--- src/rtl/demux_1to2_for_y.sv ---
// Handshaked 1-to-2 demux with a bias-check select and a done pulse once both outputs are written.
// Optional: define ILLEGAL_SEL_CHECK_EN to flag s=11 transfers as errors instead of dropping them.
module demux_1to2_for_y #(
  parameter int WIDTH = 7
) (
  input  logic             clk,
  input  logic             rst,
  input  logic             in_valid,
  output logic             in_ready,
  input  logic [WIDTH-1:0] d,
  input  logic [1:0]       s,
  output logic [WIDTH-1:0] o1,
  output logic [WIDTH-1:0] o2,
  output logic             bias_seen,
  output logic             err,
  output logic             done,
  output logic [3:0]       wr_count
);

  typedef enum logic [1:0] {
    IDLE = 2'd0,
    HOLD = 2'd1,
    DONE = 2'd2
  } state_t;

  state_t           state_q, state_d;
  logic [WIDTH-1:0] o1_q, o1_d;
  logic [WIDTH-1:0] o2_q, o2_d;
  logic             w1_q, w1_d;
  logic             w2_q, w2_d;
  logic             bias_q, bias_d;
  logic             err_q, err_d;
  logic [3:0]       cnt_q, cnt_d;
  logic             legal;

  always_ff @(posedge clk or posedge rst) begin
    if (rst) begin
      state_q <= IDLE;
      o1_q    <= '0;
      o2_q    <= '0;
      w1_q    <= 1'b0;
      w2_q    <= 1'b0;
      bias_q  <= 1'b0;
      err_q   <= 1'b0;
      cnt_q   <= 4'd0;
    end else begin
      state_q <= state_d;
      o1_q    <= o1_d;
      o2_q    <= o2_d;
      w1_q    <= w1_d;
      w2_q    <= w2_d;
      bias_q  <= bias_d;
      err_q   <= err_d;
      cnt_q   <= cnt_d;
    end
  end

  always_comb begin
    state_d = state_q;
    o1_d    = o1_q;
    o2_d    = o2_q;
    w1_d    = w1_q;
    w2_d    = w2_q;
    bias_d  = bias_q;
    err_d   = err_q;
    cnt_d   = cnt_q;
    legal   = 1'b0;
    case (state_q)
      IDLE: begin
        if (in_valid) begin
          state_d = HOLD;
          case (s)
            2'b00: begin
              o1_d  = d;
              w1_d  = 1'b1;
              legal = 1'b1;
            end
            2'b01: begin
              o2_d  = d;
              w2_d  = 1'b1;
              legal = 1'b1;
            end
            2'b10: begin
              if (d == WIDTH'(1)) begin
                bias_d = 1'b1;
                legal  = 1'b1;
              end else begin
                err_d = 1'b1;
              end
            end
            default: begin
`ifdef ILLEGAL_SEL_CHECK_EN
              err_d = 1'b1;
`else
              err_d = err_q;
`endif
            end
          endcase
          // Count saturates so a long run of writes never wraps back to small values.
          if (legal && (cnt_q != 4'hF)) begin
            cnt_d = cnt_q + 4'd1;
          end
        end
      end
      HOLD: begin
        state_d = (w1_q && w2_q) ? DONE : IDLE;
      end
      DONE: begin
        state_d = IDLE;
        w1_d    = 1'b0;
        w2_d    = 1'b0;
      end
      default: begin
        state_d = IDLE;
      end
    endcase
  end

  assign in_ready  = (state_q == IDLE);
  assign done      = (state_q == DONE);
  assign o1        = o1_q;
  assign o2        = o2_q;
  assign bias_seen = bias_q;
  assign err       = err_q;
  assign wr_count  = cnt_q;

endmodule

--- config.mk ---
export PLATFORM = sky130hd
export DESIGN_NAME = demux_1to2_for_y
export DESIGN_NICKNAME = d
export VERILOG_FILES = /design/src/rtl/demux_1to2_for_y.sv
export SDC_FILE = /design/constraint.sdc
export NUM_CORES = 1
export LEC_CHECK = 0
export BUFFER_PORTS_ARGS = -buffer_cell sky130_fd_sc_hd__buf_4
export CAP_MARGIN = 30
export CORE_MARGIN = 2
export CORE_UTILIZATION = 43
export DETAILED_ROUTE_END_ITERATION = 6
export PLACE_DENSITY_LB_ADDON = 0.25
export SLEW_MARGIN = 10
export SYNTH_ARGS = -nofsm -noshare
export SYNTH_HDL_FRONTEND = slang
export SYNTH_SLANG_ARGS = --single-unit
--- constraint.sdc ---
create_clock -name clk -period 1.4 [get_ports clk]
set_clock_uncertainty 0.05 [all_clocks]
set_input_delay 0.28 -clock clk [delete_from_list [all_inputs] [get_ports clk]]
set_output_delay 0.28 -clock clk [all_outputs]
set_load 0.01 [all_outputs]
==> qor.yml, run 1 <==
grt_pass1_wl_um: 3350
fin_area_sq_mm: 0.00150
fin_crit_ps: 1440
clock-root-buffer: "clkbuf_4"
fin_setup_tns_ps: -254
r2r_start: "state_q[0]"
hold_class: "input port to register"
hold_end: "o2[2]"
r2r_slack_ps: -40
hold_viol: 0
dpl_cell_area_sq_mm: 0.00138
cp.required_ps: 1560
synth_top_family_by_area: "multiplexers"
drv_slew: 0
ys_ff_latch: 24
yosys-mux-area-fraction_pct: 18.8
min_period_over_period_pct: 103
overflow: 0
post_drt_wl_per_cell_um: 14.2
cp_slowest_stage_delay_ps: 400
route.detailed.drc: 0
cp-end-kind: "register"
io_pins: 34
dp_hpwl_um: 1580
yosys.area_share.simple_pct: 12.2
synth-compound-area-share_pct: 3.88
worst-path-buf-inv: 2
ys.flop_type: "dfrtp_1"
port_buffers: 33
arrival_ps: 1600
yosysUniqueCellTypes: 22
grt_max_degree: 25
initial_core_util_pct: 45.1
antenna_found_initial: 0
ys_top_cells_by_count: "dfrtp_1, mux2_2, nand3_1"
synth_nets: 86
tritoncts: "done"
min-delay-start: "d[2]"
avgViaCountPerCell: 4.96
htree_num_levels: 1
post-synth-top-count-cell: "dfrtp_1"
clock-sinks: 24
clock_latency_ps: 310
min_path_cells: 2
cpLargestDelayFamily: "flip-flops"
p_per_area_mw_per_mm2: 1890
netlist.area_leader.share_pct: 60.2
synth_edf_count: 0
post-place-cells: 144
cpMaxStageDelayCell: "dfrtp_1"
fin_ws_ps: -43.8
synthArstFlopShare_pct: 100
routabilityCongestion: 0.800
slew_headroom_pct: 80.0
path_class: "register to register"
first_iter_violations: 10
grt_pass1_vias: 746
status: "finished with violations"
finalPower_mw: 2.84
drive_above_1_share_pct: 62.3
avgSynthCellArea_sq_um: 13.7
final_nets: 136
failed_checks: "setup timing"
seq_area_frac_synth_pct: 60.2
worst_pin_slew_ps: 300
dpl_worst_slack_ps: -229
peakVddDrop_mv: 1.23
start_kind: "register"
clockBufferDepth: 2
diodes: 0
synth_xor_area_share_pct: 1.75
ys_top_cells_by_area: "dfrtp_1, mux2_2, mux2_4, nand3_1, and3_1"
clk_pin_slew_ps: 130
syn2layout_area_growth_pct: 50.6
power.leakage_nw: 0.733
numCtsBuffers: 3
placementRows: 17
cp_max_fo: 5
drtAntennaViolNets: 0
mappedNetlistArea_sq_um: 998
gr-usage-all-layers_pct: 17.0
cp_cell_sequence: "buf_6 > nor2_4 > and3_4 > buf_6 > mux2_2"
rsz0062_at_grt: "yes"
cpMostUsedCell: "buf_6"
totalWireLength_um: 2130
fmax_mhz: 693
yosysTopAreaCell: "dfrtp_1"
die_area_sq_mm: 0.00272
setup_viol: 9
dr.pass1.iters: 4
die_w_um: 52.2
synth_fa_ha_area_share_pct: 1.25
core_area_sq_mm: 0.00221
maxCapViolCount: 0
dr_total_vias: 744
layout.cells.non_filler: 150
syn_inst: 73
reg2reg_depth: 5
die_h_um: 52.2
yosysWarnings: 0
r2r-end: "o1[6]"
==> power by group <==
part / total [mW] / switching, mW / internal, mW
registers: 1.15 / 0.180 / 0.972
logic: 1.20 / 0.460 / 0.741
clock network: 0.484 / 0.195 / 0.289
==> worst max path at each step <==
stage / from / to / slack [ps] / cells past startpoint
2_1_floorplan: wr_count[0] / wr_count[1] / 8 / 5
5_1_grt: state_q[0] / in_ready / -100 / 3
3_5_place_dp: d[3] / wr_count[2] / -230 / 5
4_1_cts: state_q[0] / in_ready / -60 / 3
6_report: state_q[0] / o1[6] / -40 / 5
3_3_place_gp: d[3] / wr_count[2] / -180 / 5
==> metal layers <==
layer	global-route usage [%]	wire, um	part of all wire [%]	vias up
met5	0	0	0	-
met4	7.69	22	1.0	0
met3	2.29	74	3.5	2
met2	31.0	1130	53	15
met1	19.5	902	42	374
li1	-	-	-	353
==> flip-flops by register name (all words and copies together) (netlist names) <==
name	flops
state_q	2
wr_count	4
o1	7
o2	7
w2_q	1
err	1
w1_q	1
bias_seen	1
==> cells in the final DEF, fill, tap and decap left out <==
cell type	n
nor2_4	1
mux2_2	9
inv_1	4
xnor2_1	2
dlygate4sd3_1	1
nand2_4	1
mux2_4	7
o21ai_0	1
nand3_2	2
clkbuf_4	3
and2_4	1
and3_4	2
ha_2	1
nor2b_4	1
nand2b_1	1
nor2b_1	1
and4b_1	1
nand3_1	4
a21oi_1	1
a41o_1	1
bufinv_16	1
nor2_1	3
buf_6	4
buf_4	41
a41o_2	1
dfrtp_1	24
and3_1	1
nor4_2	1
o21bai_1	1
==> timing repair <==
item,in CTS,in global routing
hold buffers,1,0
pin swaps,2,3
buffers inserted,1,0
endpoints found under the hold margin,24,0
setup endpoints to repair,8,18
gates resized for setup,11,3
==> cells by family after synthesis <==
| group | Yosys count |
|---|---|
| AOI/OAI and AO/OA | 5 |
| xor gates and xnor gates | 2 |
| adders and majority gates | 1 |
| buffers and inverters | 5 |
| DFF | 24 |
| muxes | 16 |
| and+or+nand+nor | 20 |
==> per-stage QoR <==
| step | util, % | hold WS [ps] |
|---|---|---|
| after floorplan | - | 245 |
| after global placement | 62.4 | 294 |
| after detailed placement | 62.4 | 297 |
| after CTS | 67.5 | 149 |
| after global routing | 68.0 | 146 |
| final | 68.0 | 160 |
==> final cells by class <==
class	instances	area, sq um
Multi-Input combinational cell	44	438
Clock buffer	3	22.5
Fill cell	169	708
Timing Repair Buffer	46	363
Sequential cell	24	601
Inverter	4	15.0
Tap cell	28	35.0
Clock inverter	1	30.0
Power figures use the tool's default switching activity.
==> run 2: changes to the inputs <==
--- a/config.mk
+++ b/config.mk
@@ -10,7 +10,8 @@
 export CORE_MARGIN = 2
 export CORE_UTILIZATION = 43
 export DETAILED_ROUTE_END_ITERATION = 6
-export PLACE_DENSITY_LB_ADDON = 0.25
+export PLACE_DENSITY = 0.73
+export REMOVE_ABC_BUFFERS = 1
 export SLEW_MARGIN = 10
 export SYNTH_ARGS = -nofsm -noshare
 export SYNTH_HDL_FRONTEND = slang
==> run 2 against run 1 <==
The flow still finishes with violations (setup timing). Combinational power up 9%. Worst hold slack worse by 0.95 ps. Critical path depth down 2. Cell count up 2.0%. Global-route usage up 3.3 points. Power up 4.8%. Fmax up 0.73%. Die area unchanged. Final area up 3.5%. Sequential share of layout area down 1.3 points. Critical endpoint is now in_ready. Largest power group unchanged. Highest routed layer unchanged.
==> qor.yml, run 2 (synthesized netlist as in run 1, its figures left out) <==
status: "finished with violations"
failed_checks: "setup timing"
cp.required_ps: 1070  # -490 ps
die_h_um: 52.2  # unchanged
gr-usage-all-layers_pct: 20.2  # +3.3 points
syn2layout_area_growth_pct: 55.9
start_kind: "register"
clock-root-buffer: "clkbuf_4"
clock-sinks: 24  # unchanged
fmax_mhz: 698  # +0.73%
cpMaxStageDelayCell: "dfrtp_1"
fin_area_sq_mm: 0.00156  # +3.5%
cp_max_fo: 3  # -2
multiInputGateArea_sq_um: 457  # +4.3%
fin_crit_ps: 1430  # -10.5 ps
path_class: "register to output pin"
setup_viol: 3  # -6
port_buffers: 33  # unchanged
totalWireLength_um: 2460  # +15%
die_area_sq_mm: 0.00272  # unchanged
dp_hpwl_um: 1620  # +3.0%
layout_common_cells: "buf_4, dfrtp_1, mux2_4"
post_drt_wl_per_cell_um: 16.0  # +13%
hold_viol: 0  # unchanged
clock_latency_ps: 310  # about the same
numCtsBuffers: 3  # unchanged
clk_pin_slew_ps: 130  # about the same
tritoncts: "done"
fillCellCount: 164  # -3.0%
hold_class: "input port to register"
grt_pass1_wl_um: 3860  # +15%
htree_num_levels: 1  # unchanged
route.detailed.drc: 0  # unchanged
drtAntennaViolNets: 0  # unchanged
final_nets: 139  # +2.2%
rsz0062_at_grt: "yes"
core_area_sq_mm: 0.00221  # unchanged
cp_cell_sequence: "nor2_4 > buf_6 > buf_6"
cpMostUsedCell: "buf_6"
dpl_cell_area_sq_mm: 0.00138  # unchanged
die_w_um: 52.2  # unchanged
finalPower_mw: 2.97  # +4.8%
dr.pass1.iters: 3  # -1
routabilityCongestion: 0.683  # -15%
overflow: 0  # unchanged
diodes: 0  # unchanged
drv_slew: 0  # unchanged
grt_max_degree: 25  # unchanged
maxCapViolCount: 0  # unchanged
drive_above_1_share_pct: 64.0  # +1.7 points
antenna_found_initial: 0  # unchanged
placementRows: 17  # unchanged
fin_ws_ps: -33.3  # +10.5 ps
arrival_ps: 1100  # -500 ps
cp_slowest_stage_delay_ps: 440  # +40 ps
p_per_area_mw_per_mm2: 1910  # +1.3%
dr_total_vias: 767  # +3.1%
first_iter_violations: 11  # +1
slew_headroom_pct: 78.7  # -1.3 points
io_pins: 34  # unchanged
grt_pass1_vias: 797  # +6.8%
seq_area_sq_um: 601  # unchanged
mostFrequentLayoutCell: "buf_4"
power.leakage_nw: 0.758  # +3.4%
peakVddDrop_mv: 1.58  # +28%
initial_core_util_pct: 45.1  # unchanged
cp-end-kind: "output pin"
min_period_over_period_pct: 102  # -0.75 points
worst_pin_slew_ps: 316  # +16.5 ps
clockBufferDepth: 2  # unchanged
avgViaCountPerCell: 5.01  # +1.1%
==> run 2: cell types whose count changed in the layout (fill, tap and decap cells not counted), sizes merged <==
cell / change
buf: +3
==> run 2: final timing paths <==
| kind | endpoint | from | cells after the start | slack (ps) |
|---|---|---|---|---|
| max reg2reg | wr_count[1] | wr_count[1] | 5 | -10 |
| min | o2[2] | d[2] | 2 | 160 |
| min in group asynchronous | err | rst | 4 | 500 |
| max | in_ready | state_q[1] | 3 | -30 |
| min reg2reg | bias_seen | bias_seen | 1 | 460 |
| max in group asynchronous | state_q[1] | rst | 4 | 570 |
==> run 2: worst max-delay path: cells and delay by family, from the launching register on <==
| family | cells | cell delay [ps] |
|---|---|---|
| DFF | 1 | 440 |
| buffers and inverters | 2 | 210 |
| and+or+nand+nor | 1 | 150 |
==> run 2: layer usage <==
| layer | vias up | global-route usage [%] | share of wire [%] |
|---|---|---|---|
| li1 | 363 | - | - |
| met1 | 388 | 26.0 | 43 |
| met2 | 14 | 32.9 | 54 |
| met3 | 2 | 2.86 | 2.5 |
| met4 | 0 | 11.1 | 0.69 |
| met5 | - | 0 | 0 |
==> run 2: power by group <==
| part | internal (mW) | total, mW | leakage [nW] | switching (mW) |
|---|---|---|---|---|
| clock | 0.289 | 0.497 | 0.0279 | 0.207 |
| combinational | 0.803 | 1.31 | 0.446 | 0.504 |
| sequential | 0.972 | 1.17 | 0.285 | 0.197 |
| total | 2.06 | 2.97 | 0.758 | 0.908 |
==> run 2: cell type report <==
cell class,instances,share of cell area (%)
clock buffer,3,1.45
multi-input combinational,44,29.3
inverter,4,0.965
timing repair buffer,49,25.5
sequential,24,38.6
clock inverter,1,1.93
tap,28,2.25
==> run 2: metrics by stage <==
stage | hold slack (ps) | util (%) | cells | TNS, ps | setup WS (ps)
2_1_floorplan | 245 | - | 72 | -1270 | -163
3_3_place_gp | 293 | 62.4 | 147 | -489 | -155
3_5_place_dp | 295 | 62.4 | 147 | -608 | -193
4_1_cts | 149 | 67.0 | 152 | -180 | -54.9
5_1_grt | 143 | 70.4 | 153 | -406 | -92.9
6_report | 159 | 70.4 | 153 | -72.4 | -33.3
==> run 2: what timing repair did <==
item,CTS,global route
resized for setup,10,16
pin swaps,3,1
hold buffers,1,0
setup buffers,0,1
setup endpoints to repair,19,19
hold endpoints to repair,24,0
==> run 3: changes to the inputs <==
--- a/config.mk
+++ b/config.mk
@@ -7,10 +7,13 @@
 export LEC_CHECK = 0
 export BUFFER_PORTS_ARGS = -buffer_cell sky130_fd_sc_hd__buf_4
 export CAP_MARGIN = 30
+export CELL_PAD_IN_SITES_DETAIL_PLACEMENT = 1
+export CELL_PAD_IN_SITES_GLOBAL_PLACEMENT = 2
 export CORE_MARGIN = 2
-export CORE_UTILIZATION = 43
+export CORE_UTILIZATION = 28
+export CTS_CLUSTER_DIAMETER = 40
 export DETAILED_ROUTE_END_ITERATION = 6
-export PLACE_DENSITY = 0.73
+export PLACE_DENSITY = 0.83
 export REMOVE_ABC_BUFFERS = 1
 export SLEW_MARGIN = 10
 export SYNTH_ARGS = -nofsm -noshare
==> run 3 against run 2 <==
The run still ends with setup timing left. Flip-flop and latch count unchanged. Register-to-register slack worse by 20 ps. Final area down 0.24%. Via count increased by 0.39%. Combinational power about the same. Fmax shrank 2.1%. Clock power is 1% lower. Critical endpoint unchanged. Largest cell class unchanged.
==> qor.yml, run 3 (synthesized netlist as in run 1, its figures left out) <==
final_core_util_pct: 45.8  # -25 points
failed_checks: "setup timing"
die_w_um: 63.7  # +22%
drtAntennaViolNets: 0  # unchanged
dr_total_vias: 770  # +0.39%
p_per_area_mw_per_mm2: 1910  # -0.18%
multiInputGateArea_sq_um: 445  # -2.5%
maxCapViolCount: 0  # unchanged
dpl_worst_slack_ps: -192  # +0.219 ps
fin_area_sq_mm: 0.00155  # -0.24%
clk_pin_slew_ps: 130  # about the same
post-place-cells: 165  # +12%
overflow: 0  # unchanged
path_class: "register to output pin"
dpl_cell_area_sq_mm: 0.00140  # +1.6%
fillCellCount: 349  # +110%
placementRows: 21  # +4
start_kind: "register"
clock-sinks: 24  # unchanged
numCtsBuffers: 3  # unchanged
clock_latency_ps: 310  # about the same
clock-root-buffer: "clkbuf_4"
fin_setup_tns_ps: -223  # -150 ps
final_nets: 138  # -0.72%
htree_num_levels: 1  # unchanged
drv_slew: 0  # unchanged
min_path_cells: 2  # unchanged
setup_viol: 14  # +11
grt_util_met3_pct: 3.21  # +0.36 points
fmax_mhz: 683  # -2.1%
r2r_slack_ps: -30  # -20 ps
diodes: 0  # unchanged
routabilityCongestion: 0.752  # +10%
io_pins: 34  # unchanged
slew_headroom_pct: 79.4  # +0.63 points
syn2layout_area_growth_pct: 55.5
gr-usage-all-layers_pct: 13.4  # -6.8 points
tritoncts: "done"
dr.pass1.iters: 4  # +1
grt_use_met1_pct: 16.9  # -9.1 points
port_buffers: 33  # unchanged
seq_area_sq_um: 601  # unchanged
post_drt_wl_per_cell_um: 14.6  # -8.8%
die_h_um: 63.7  # +22%
cp_slowest_stage_delay_ps: 430  # about the same
mostFrequentLayoutCell: "buf_4"
cpMaxStageDelayCell: "dfrtp_1"
worst_pin_slew_ps: 310  # -6.75 ps
core_area_sq_mm: 0.00339  # +53%
reg2reg_depth: 5  # unchanged
cp-end-kind: "output pin"
antenna_found_initial: 0  # unchanged
hold_class: "input port to register"
dp_hpwl_um: 1830  # +13%
min_period_over_period_pct: 105  # +2.2 points
arrival_ps: 1130  # +30 ps
grt_pass1_wl_um: 4200  # +8.6%
fin_ws_ps: -63.6  # -30.3 ps
route.detailed.drc: 0  # unchanged
totalWireLength_um: 2490  # +1.3%
die_area_sq_mm: 0.00406  # +49%
clockBufferDepth: 2  # unchanged
power.leakage_nw: 0.757  # -0.17%
cp_cell_sequence: "nor2_2 > buf_4 > buf_6 > buf_6"
cpMostUsedCell: "buf_6"
peakVddDrop_mv: 0.647  # -59%
first_iter_violations: 7  # -4
finalPower_mw: 2.96  # -0.42%
rsz0062_at_grt: "yes"
layout_common_cells: "buf_4, dfrtp_1, mux2_4"
hold_viol: 0  # unchanged
drive_above_1_share_pct: 62.9  # -1.1 points
worst_hold_slack_ps: 164  # +4.25 ps
grt.met2_usage_pct: 23.0  # -9.9 points
cp.required_ps: 1070  # about the same
layout.cells.non_filler: 170  # +11%
initial_core_util_pct: 29.5  # -16 points
cp_max_fo: 3  # unchanged
grt_pass1_vias: 838  # +5.1%
fin_crit_ps: 1460  # +30.3 ps
grt_max_degree: 25  # unchanged
status: "finished with violations"
grt_busiest_layer: "met2"
avgViaCountPerCell: 4.53  # -9.6%
## run 3: cell count changes in the layout (fill, tap and decap cells not counted), sizes merged
cell,delta
buf,-1
## run 3: critical path: cells and delay by family, from the launching register on
family / cells / cell delay (ps)
DFF: 1 / 430
buffers and inverters: 3 / 290
and+or+nand+nor: 1 / 110
## run 3: final cells by class
type,count,share of cell area [%]
inverters,4,0.967
clock inverters,1,1.93
clock buffers,3,1.45
well taps,46,3.71
repair buffers,48,24.6
multi-input cells,44,28.7
flip-flops and latches,24,38.7
## run 3: what timing repair did
item | CTS | global route
gates cloned | 0 | 0
gates resized for setup | 19 | 5
endpoints found under the hold margin | 24 | 0
pin swaps | 4 | 1
hold buffers | 1 | 0
setup endpoints to repair | 19 | 20
setup buffers | 1 | 0
## run 3: path summary, 6_finish.rpt
path	startpoint	to
max	state_q[1]	in_ready
min reg2reg	err	err
max in group asynchronous	rst	bias_seen
min in group asynchronous	rst	w2_q
min	d[2]	o2[2]
max reg2reg	wr_count[0]	wr_count[1]
## run 3: report_power, final
part	internal (mW)	leakage, nW	switching [mW]
Clock	0.289	0.0279	0.201
Sequential	0.972	0.285	0.178
Combinational	0.818	0.445	0.501
## run 3: layer usage
metal  up-vias  wire length, um
li1        360                -
met1       392             1030
met2        16             1360
met3         2               89
met4         0               14
met5         -                0
